$ cat src/rtl/mmio_timer_if.sv
// mmio_timer_if: CPU external data bus as seen by the timer peripheral.
// The master side (CPU memory stage) drives address, select, direction and
// write data. The slave side returns read data combinationally.
interface mmio_timer_if;
    logic [31:0] addr;
    logic        cs;
    logic        wr_rd;
    logic [31:0] data_bus_write;
    logic [31:0] data_bus_read;

    modport master (
        output addr,
        output cs,
        output wr_rd,
        output data_bus_write,
        input  data_bus_read
    );

    modport slave (
        input  addr,
        input  cs,
        input  wr_rd,
        input  data_bus_write,
        output data_bus_read
    );
endinterface

$ cat src/rtl/mmio_timer.sv
// mmio_timer: memory-mapped prescaled 32-bit up-counter with compare match,
// optional auto-reload and a registered level interrupt.
// Register window (32 bytes at BASE_ADDR):
//   0x00 CTRL      bit0 EN, bit1 AUTO_RELOAD, bit2 IRQ_EN,
//                  bit8 MATCH (W1C), bit9 CAPF (W1C, capture build only)
//   0x04 PRESCALE  [PRESC_W-1:0]
//   0x08 COUNT     read/write
//   0x0C COMPARE   read/write
//   0x10 CAPTURE   read-only (reads 0 unless the capture unit is built)
//   0x14..0x1C     reserved, read 0
// Build option: define MMIO_TIMER_CAPTURE_EN to add the capture_in port,
// its synchronizer and the CAPTURE/CAPF logic.
module mmio_timer #(
    parameter logic [31:0] BASE_ADDR = 32'h0000_1000,
    parameter int unsigned PRESC_W   = 16
) (
    input  logic           clk,
    input  logic           rst,
    mmio_timer_if.slave    bus,
`ifdef MMIO_TIMER_CAPTURE_EN
    input  logic           capture_in,
`endif
    output logic           irq
);

    typedef enum logic [2:0] {
        REG_CTRL     = 3'd0,
        REG_PRESCALE = 3'd1,
        REG_COUNT    = 3'd2,
        REG_COMPARE  = 3'd3,
        REG_CAPTURE  = 3'd4,
        REG_RSVD5    = 3'd5,
        REG_RSVD6    = 3'd6,
        REG_RSVD7    = 3'd7
    } reg_idx_e;

    // Decode
    logic        sel;
    logic        wr_en;
    logic        rd_en;
    reg_idx_e    reg_idx;
    logic        wr_ctrl;
    logic        wr_presc;
    logic        wr_count;
    logic        wr_compare;
    logic [31:0] wdata;
    logic        unused_addr_bits;

    // Architectural state
    logic               en;
    logic               auto_reload;
    logic               irq_en;
    logic               match;
    logic [PRESC_W-1:0] presc;
    logic [PRESC_W-1:0] pcnt;
    logic [31:0]        count;
    logic [31:0]        compare;

    // Next-state values
    logic               tick;
    logic               hit;
    logic               en_next;
    logic               auto_reload_next;
    logic               irq_en_next;
    logic               match_next;
    logic [PRESC_W-1:0] presc_next;
    logic [PRESC_W-1:0] pcnt_next;
    logic [31:0]        count_next;
    logic [31:0]        compare_next;
    logic               irq_next;

    // Capture unit (or its constant stand-ins)
    logic               capf_val;
    logic [31:0]        capture_val;

    // The byte lane bits carry no meaning for a word-only register file.
    assign unused_addr_bits = ^bus.addr[1:0];

    assign sel        = bus.cs && (bus.addr[31:5] == BASE_ADDR[31:5]);
    assign wr_en      = sel && bus.wr_rd;
    assign rd_en      = sel && !bus.wr_rd;
    assign reg_idx    = reg_idx_e'(bus.addr[4:2]);
    assign wdata      = bus.data_bus_write;
    assign wr_ctrl    = wr_en && (reg_idx == REG_CTRL);
    assign wr_presc   = wr_en && (reg_idx == REG_PRESCALE);
    assign wr_count   = wr_en && (reg_idx == REG_COUNT);
    assign wr_compare = wr_en && (reg_idx == REG_COMPARE);

`ifdef MMIO_TIMER_CAPTURE_EN
    // cap_sync[0..1] synchronize capture_in; cap_sync[2] is the edge-detect flop.
    logic [2:0]  cap_sync;
    logic        cap_rise;
    logic        capf;
    logic        capf_next;
    logic [31:0] capture;

    assign cap_rise    = cap_sync[1] && !cap_sync[2];
    assign capf_val    = capf;
    assign capture_val = capture;

    // Synchronizer chain and edge detector for the asynchronous capture strobe.
    always_ff @(posedge clk) begin
        if (rst) begin
            cap_sync <= 3'b000;
        end else begin
            cap_sync <= {cap_sync[1:0], capture_in};
        end
    end

    // Capture flag: a new capture beats a same-cycle write-1-to-clear.
    always_comb begin
        capf_next = capf;
        if (cap_rise) begin
            capf_next = 1'b1;
        end else if (wr_ctrl && wdata[9]) begin
            capf_next = 1'b0;
        end
    end

    // CAPTURE takes the counter value as it stood before this cycle's update.
    always_ff @(posedge clk) begin
        if (rst) begin
            capture <= 32'd0;
            capf    <= 1'b0;
        end else begin
            if (cap_rise) begin
                capture <= count;
            end
            capf <= capf_next;
        end
    end
`else
    assign capf_val    = 1'b0;
    assign capture_val = 32'd0;
`endif

    // Next-state logic for prescaler, counter, match flag and control bits.
    always_comb begin
        tick             = en && (pcnt == presc);
        hit              = tick && !wr_count && (count == compare);
        en_next          = en;
        auto_reload_next = auto_reload;
        irq_en_next      = irq_en;
        match_next       = match;
        presc_next       = presc;
        pcnt_next        = pcnt;
        count_next       = count;
        compare_next     = compare;

        if (wr_ctrl) begin
            en_next          = wdata[0];
            auto_reload_next = wdata[1];
            irq_en_next      = wdata[2];
        end

        if (hit) begin
            match_next = 1'b1;
        end else if (wr_ctrl && wdata[8]) begin
            match_next = 1'b0;
        end

        if (wr_presc) begin
            presc_next = wdata[PRESC_W-1:0];
        end

        if (wr_compare) begin
            compare_next = wdata;
        end

        if (wr_count || wr_presc || tick) begin
            pcnt_next = '0;
        end else if (en) begin
            pcnt_next = pcnt + PRESC_W'(1);
        end

        if (wr_count) begin
            count_next = wdata;
        end else if (tick) begin
            if (hit && auto_reload) begin
                count_next = 32'd0;
            end else begin
                count_next = count + 32'd1;
            end
        end

        irq_next = (match_next || capf_val_next()) && irq_en_next;
    end

    // Helper so the interrupt equation reads the same in both builds.
    function automatic logic capf_val_next();
`ifdef MMIO_TIMER_CAPTURE_EN
        return capf_next;
`else
        return 1'b0;
`endif
    endfunction

    // State registers; reset overrides any bus write in the same cycle.
    always_ff @(posedge clk) begin
        if (rst) begin
            en          <= 1'b0;
            auto_reload <= 1'b0;
            irq_en      <= 1'b0;
            match       <= 1'b0;
            presc       <= '0;
            pcnt        <= '0;
            count       <= 32'd0;
            compare     <= 32'hFFFF_FFFF;
            irq         <= 1'b0;
        end else begin
            en          <= en_next;
            auto_reload <= auto_reload_next;
            irq_en      <= irq_en_next;
            match       <= match_next;
            presc       <= presc_next;
            pcnt        <= pcnt_next;
            count       <= count_next;
            compare     <= compare_next;
            irq         <= irq_next;
        end
    end

    // Combinational read mux; anything not selected as a read returns 0.
    always_comb begin
        bus.data_bus_read = 32'd0;
        if (rd_en) begin
            case (reg_idx)
                REG_CTRL: begin
                    bus.data_bus_read[0] = en;
                    bus.data_bus_read[1] = auto_reload;
                    bus.data_bus_read[2] = irq_en;
                    bus.data_bus_read[8] = match;
                    bus.data_bus_read[9] = capf_val;
                end
                REG_PRESCALE: bus.data_bus_read[PRESC_W-1:0] = presc;
                REG_COUNT:    bus.data_bus_read = count;
                REG_COMPARE:  bus.data_bus_read = compare;
                REG_CAPTURE:  bus.data_bus_read = capture_val;
                default:      bus.data_bus_read = 32'd0;
            endcase
        end
    end

endmodule

$ cat src/flat_wrapper.sv
// flat-port wrapper written by rule: the top's interface ports become plain ports
module mmio_timer_flat 
#(
    parameter logic [31:0] BASE_ADDR = 32'h0000_1000,
    parameter int unsigned PRESC_W   = 16
)
  (clk, rst, irq, bus_addr, bus_cs, bus_wr_rd, bus_data_bus_write, bus_data_bus_read);
  mmio_timer_if bus_i ();
  input  logic clk;
  input  logic rst;
  output logic irq;
  input wire logic [$bits(bus_i.addr)-1:0] bus_addr;
  input wire logic [$bits(bus_i.cs)-1:0] bus_cs;
  input wire logic [$bits(bus_i.wr_rd)-1:0] bus_wr_rd;
  input wire logic [$bits(bus_i.data_bus_write)-1:0] bus_data_bus_write;
  output wire logic [$bits(bus_i.data_bus_read)-1:0] bus_data_bus_read;
  assign bus_i.addr = bus_addr;
  assign bus_i.cs = bus_cs;
  assign bus_i.wr_rd = bus_wr_rd;
  assign bus_i.data_bus_write = bus_data_bus_write;
  assign bus_data_bus_read = bus_i.data_bus_read;
  mmio_timer #(.BASE_ADDR(BASE_ADDR), .PRESC_W(PRESC_W)) u_core (.clk(clk), .rst(rst), .bus(bus_i), .irq(irq));
endmodule
$ cat config.mk
export PLATFORM = sky130hd
export DESIGN_NAME = mmio_timer_flat
export DESIGN_NICKNAME = d
export VERILOG_FILES = /design/src/rtl/mmio_timer_if.sv /design/src/rtl/mmio_timer.sv /design/src/flat_wrapper.sv
export SDC_FILE = /design/constraint.sdc
export NUM_CORES = 1
export LEC_CHECK = 0
export ABC_AREA = 1
export CAP_MARGIN = 20
export CORE_MARGIN = 2
export CORE_UTILIZATION = 50
export DETAILED_ROUTE_END_ITERATION = 6
export PLACE_DENSITY_LB_ADDON = 0.12
export SLEW_MARGIN = 10
export SYNTH_ARGS = -nofsm -noshare
export SYNTH_HDL_FRONTEND = slang
export SYNTH_SLANG_ARGS = --single-unit
export TNS_END_PERCENT = 20
$ cat constraint.sdc
create_clock -name clk -period 2.04 [get_ports clk]
set_input_delay 0.306 -clock clk [delete_from_list [all_inputs] [get_ports clk]]
set_output_delay 0.306 -clock clk [all_outputs]
set_load 0.01 [all_outputs]
==> results of run 1 <==
[worst register-to-register path, delay by kind of cell (launching register included)]
family / cells / cell delay [ps]
AOI/OAI and AO/OA: 1 / 90
buffers and inverters: 2 / 270
and+or+nand+nor: 9 / 1000
DFF: 1 / 450
[cells in the final DEF, fill, tap and decap left out, drive strengths merged, types with 2 or more instances in the layout]
cell type      instances
a211oi                 3
a21oi                 51
a22oi                 17
a31oi                 12
a41oi                  4
buf                  106
clkbuf                28
clkdlybuf4s15         10
clkdlybuf4s50         35
clkinv                 3
clkinvlp               3
dfxtp                101
dlygate4sd2            3
ha                     2
inv                  173
nand2                330
nand3                 49
nand3b                 4
nand4                 27
nor2                 136
nor3                  24
o211ai                22
o21a                   2
o21ai                 40
o22ai                 19
or2                    4
xnor2                  4
xor2                  24
[kinds of logic after synthesis]
group	synth area share (%)
xor gates and xnor gates	3.686
adders and majority gates	0.3761
and+or+nand+nor	37.88
AOI/OAI and AO/OA	15.35
buffers and inverters	12.32
DFF	30.39
[power by group through the flow]
stage          logic (mW)  registers, mW  clock network (mW)
2_1_floorplan      0.0945           2.02                   0
3_3_place_gp        0.302           2.02                   0
3_5_place_dp        0.303           2.02                   0
4_1_cts             0.341           1.97                1.68
5_1_grt             0.363           1.97                1.76
6_report            0.341           1.97                1.67
[timing repair]
| item | in CTS | in global routing |
|---|---|---|
| pin swaps | 33 | 33 |
| endpoints found under the setup margin | 32 | 59 |
| buffers inserted | 11 | 1 |
| gates resized for setup | 206 | 54 |
| gates cloned | 6 | 1 |
[area by class of cell]
type,count,area (um^2)
fill,1228,4429
inverter,174,653.1
tap,176,220.2
timing repair buffer,172,1577
clock inverter,5,36.28
multi-input combinational,778,3949
sequential,101,2031
clock buffer,11,242.7
[registers in the layout, summed over array words and instances (netlist names)]
| name | cells |
|---|---|
| u_core.compare | 32 |
| u_core.auto_reload | 1 |
| u_core.irq_en | 1 |
| u_core.match | 1 |
| u_core.count | 32 |
| u_core.en | 1 |
| u_core.irq | 1 |
| u_core.pcnt | 16 |
| u_core.presc | 16 |
[final timing paths]
path	slack, ps	depth (start not counted)	start	to
min reg2reg	490	2	u_core.compare[12]	u_core.compare[12]
min	490	2	u_core.compare[12]	u_core.compare[12]
max reg2reg	90	12	u_core.count[22]	u_core.count[28]
max	60	10	bus_addr[5]	bus_data_bus_read[8]
[through the flow]
stage,util [%],setup slack (ps),setup TNS [ps],instances
after CTS,66.29,-10.57,-30.61,1415
after floorplan,-,277.3,0,1090
after detailed placement,62.73,-764.3,-36290,1382
final,66.29,60.46,0,1417
after global placement,62.73,-729.4,-33490,1382
after global routing,66.29,-15.52,-34.23,1417
[per-layer routing]
| metal | global-route usage, % | vias up | part of all wire, % |
|---|---|---|---|
| li1 | - | 3783 | - |
| met1 | 43.60 | 3440 | 43 |
| met2 | 50.68 | 377 | 45 |
| met3 | 6.705 | 40 | 9.8 |
| met4 | 8.750 | 0 | 2.1 |
| met5 | 0 | - | 0 |
==> results.cfg, run 1 <==
[synth]
synth_top_cell_area_share_pct = 30.39
ys_ff_latch = 101
async_reset_ff_share_pct = 0
synth_area_leaders = dfxtp_1 30%, nand2_1 18%, inv_1 8.8%, nor2_1 7.2%, a21oi_1 3.7%
syn-num-nets = 1160
avgSynthCellArea_um2 = 6.103
postSynthCellCount = 1090
yosys_warnings = 0
ys_types = 42
synth-seq-area-share_pct = 30.39
yosys-top-cells-count = 324 x nand2_1, 156 x inv_1, 127 x nor2_1
synth_top_cell_by_area = dfxtp_1
yosysMostFrequentCell = nand2_1
syn_area_um2 = 6653
synth_edf_count = 0
dominantRegCellSynth = dfxtp_1

[critical_path]
critical_path_required_ps = 1730
slowest_delay_ps = 290
path_delay_family = simple AND/OR/NAND/NOR gates
cp_max_fo = 5
critPathKind = in2out
cp-end-kind = primary output
cp_common_cell = nor2_1
arrival_ps = 1670
path_buf_inv = 3
worstPathCellList = clkdlybuf4s15_1 -> nor2_1 -> nand4_1 -> nor2_1 -> nand2_1 -> nor2_2 -> inv_2 -> or2_4 -> a41oi_2 -> buf_2
start_kind = input pin
crit_slowest_cell = or2_4

[sta]
worst_slew_pin_slew_ps = 441.5
setup_viol = 0
finClkSkew_ps = 8.326
finalHoldViolations = 0
timing.final.crit_share_pct = 97.04
holdWs_ps = 494.8
fmax_mhz = 505.2
slew_violations = 0
finalCriticalPeriod_ps = 1980
rsz0062_at_grt = yes
slew_headroom_pct = 70.30

[detailed_routing]
ant_nets = 0
avgRoutedWirePerCell_um = 16.02
drt_iter0_drc = 800
vias = 7640
dr.pass1.iters = 6
drc_errors = 0
viasPerCell = 5.392
finalWirelength_um = 22690

[power_and_ir_drop]
intPower_mw = 3.001
p_sw_mw = 0.9795
switching_share_pct = 24.60
combPwrFrac_pct = 8.6
design_power_total_mw = 3.981
ir_drop_mv = 0.5504
pwr-share-seq_pct = 49.5
pwr-share-clk_pct = 42.0
leakagePower_nw = 3.959
power_density_nw_per_um2 = 457.1

[layout]
antenna_cells = 0
drive_above_1_share_pct = 18.37
fin_nets = 1306
areaGrowthSynthToFinish_pct = 30.90
fin_area_um2 = 8708

[die]
die_area_um2 = 14240
die_x_um = 119.4
core_area_um2 = 13140
die_h_um = 119.4
start_util_pct = 50.64
ios = 101
row_count = 42

[cts]
path_clk_slew_ps = 70
numCtsBuffers = 9
cts_tree = yes
cts_hold_buf = 0
htreeDepth = 3
worstSkewPairLatency_ps = 360
root_buffer = clkbuf_16
cts_num_sinks = 101
clockBufferDepth = 2

[global_routing]
antenna_found_initial = 0
grtUsageTotal_pct = 31.77
grt_pass1_wl_um = 35520
grt_max_degree = 55
grt_remaining_overflow = 0
grt_pass1_vias = 7002

[placed_design]
postPlaceCellArea_um2 = 8242
dp_hpwl_um = 15630
port_buffers = 98
routabilityCongestion = 0.9120

[job]
max_cap_violations = 0

[hold_path]
hold_path_class = reg2reg

[status]
status = finished, final reports clean
Note: power is estimated with default switching activity, not from simulation.
==> run 2: changes to the inputs <==
CTS_CLUSTER_DIAMETER = 200   (was default)
==> results of run 2 <==
Final layout, timing and power as in run 1 (identical DEF).
==> run 3: changes to the inputs <==
GPL_TIMING_DRIVEN = 0   (was default)
==> run 3 against run 2 <==
  * The run now ends with setup timing left
  * Flip-flop and latch count is the same
  * Register-to-register slack worse by 70 ps
  * Critical endpoint unchanged
  * Non-clock buffer count is 13 lower
  * Critical path depth is 4 lower
  * Sequential share of layout area is 0.63 points higher
  * Worst setup slack worse by 160 ps
  * Cell area down 1.9%
==> results.cfg, run 3 (synthesized netlist as in run 1, its figures left out) <==
[layout]
areaGrowthSynthToFinish_pct = 28.40
fillerInstances = 1226
final_common_cell = nand2_1
top_regs = u_core.compare x32, u_core.count x32
antenna_cells = 0
fin_nets = 1293
drive_above_1_share_pct = 18.32
mostFrequentLayoutCells = 320 x nand2_1, 154 x inv_1, 112 x nor2_1

[power_and_ir_drop]
leakagePower_nw = 3.887
power_density_nw_per_um2 = 468.2
ir_drop_mv = 0.6662

[cts]
worstSkewPairLatency_ps = 360
path_clk_slew_ps = 70
cts_hold_buf = 0
htreeDepth = 3
numCtsBuffers = 9
root_buffer = clkbuf_16
clockBufferDepth = 2
cts_tree = yes
cts_num_sinks = 101

[sta]
layout_setup_ws_ps = -102.1
slew_headroom_pct = 53.24
fmax_mhz = 466.8
slew_violations = 0
timing.final.crit_share_pct = 105.0
setup_viol = 5
finClkSkew_ps = 9.091
finalCriticalPeriod_ps = 2142
finalHoldViolations = 0
rsz0062_at_grt = yes
setup_tns_ps = -333.3
worst_slew_pin_slew_ps = 701.4

[critical_path]
r2r_slack_ps = 20
worstPathCellList = clkdlybuf4s50_1 -> nor2_4 -> inv_4 -> or2_4 -> a41oi_4 -> buf_2
path_delay_family = buffers and inverters
start_kind = input pin
critPathKind = in2out
slowest_delay_ps = 530
cp_max_fo = 5
cp-end-kind = primary output
arrival_ps = 1840
crit_slowest_cell = clkdlybuf4s50_1
r2r-start = u_core.count[1]
r2r_end = u_core.count[28]
reg2reg_depth = 9
path_buf_inv = 3
critical_path_required_ps = 1730

[detailed_routing]
ant_nets = 0
avgRoutedWirePerCell_um = 16.05
finalWirelength_um = 22530
dr.pass1.iters = 6
drt_iter0_drc = 829
drc_errors = 0
viasPerCell = 5.407
vias = 7592

[hold_path]
whs_endpoint = u_core.presc[13]
holdPathStages = 2
hold_path_class = in2reg
hp-start = rst

[global_routing]
grt_pass1_wl_um = 34820
antenna_found_initial = 0
grt_max_degree = 19
grt_remaining_overflow = 0
grt_pass1_vias = 6669
grtUsageTotal_pct = 31.35

[placed_design]
routabilityCongestion = 0.9399
port_buffers = 97
dp_hpwl_um = 16370
dp_slack_ps = -1335

[die]
ios = 101
start_util_pct = 50.64
row_count = 42
die_area_um2 = 14240
die_h_um = 119.4
core_area_um2 = 13140
die_x_um = 119.4

[job]
max_cap_violations = 0

[status]
status = finished with violations
violations = setup timing
==> run 3: cell types whose count changed in the layout (fill, tap and decap cells not counted), moves of 6 or more <==
cell / before / now
nor2_4: 6 / 12
dfxtp_2: 7 / 19
buf_6: 4 / 20
buf_4: 52 / 24
buf_12: 11 / 2
clkbuf_4: 0 / 6
dfxtp_1: 94 / 82
clkbuf_1: 1 / 12
==> run 3: final cells by class <==
type,count,area (um^2),share of cell area (%)
flip-flops and latches,101,2046,23.95
clock buffers,9,225.2,2.637
multi-input cells,777,4039,47.28
well taps,176,220.2,2.578
repair buffers,121,1015,11.88
repair inverters,1,7.507,0.08789
clock inverters,7,58.81,0.6884
plain buffers,38,270.3,3.164
inverters,174,660.6,7.734
==> run 3: repair_timing <==
item	CTS	global route
gates resized for setup	231	123
gates cloned	1	1
endpoints found under the hold margin	0	0
endpoints found under the setup margin	104	125
pin swaps	27	24
buffers inserted	18	5
==> run 3: worst max-delay path by stage <==
stage | startpoint | to | cells past startpoint
detailed placement | bus_addr[2] | bus_data_bus_read[8] | 7
floorplan | bus_addr[28] | bus_data_bus_read[0] | 8
CTS | bus_cs | bus_data_bus_read[8] | 11
global placement | bus_addr[3] | bus_data_bus_read[8] | 7
finish | bus_wr_rd | bus_data_bus_read[8] | 6
global route | bus_addr[21] | bus_data_bus_read[8] | 10
==> run 3: through the flow <==
| step | instance area, um^2 | total power [mW] | utilization (%) | instances | hold WS, ps |
|---|---|---|---|---|---|
| 2_1_floorplan | 6653 | 2.110 | - | 1090 | 454.4 |
| 3_3_place_gp | 7844 | 2.301 | 59.70 | 1363 | 482.9 |
| 3_5_place_dp | 7844 | 2.300 | 59.70 | 1363 | 488.7 |
| 4_1_cts | 8330 | 3.971 | 63.41 | 1398 | 265.4 |
| 5_1_grt | 8542 | 4.103 | 65.02 | 1404 | 312.9 |
| 6_report | 8542 | 3.999 | 65.02 | 1404 | 272.8 |
==> run 3: report_power, final <==
group / internal (mW) / switching (mW)
logic: 0.155 / 0.177
registers: 1.97 / 0.00000000126
clock network: 0.849 / 0.850
total: 2.97 / 1.03
==> run 3: routing by layer <==
layer	share of wire (%)	global-route usage (%)	vias up	wire (um)
met5	0	0	-	0
met4	3.1	9.779	0	700
met3	9.8	5.891	51	2208
met2	44	49.46	386	9938
met1	43	43.44	3408	9682
li1	-	-	3747	-
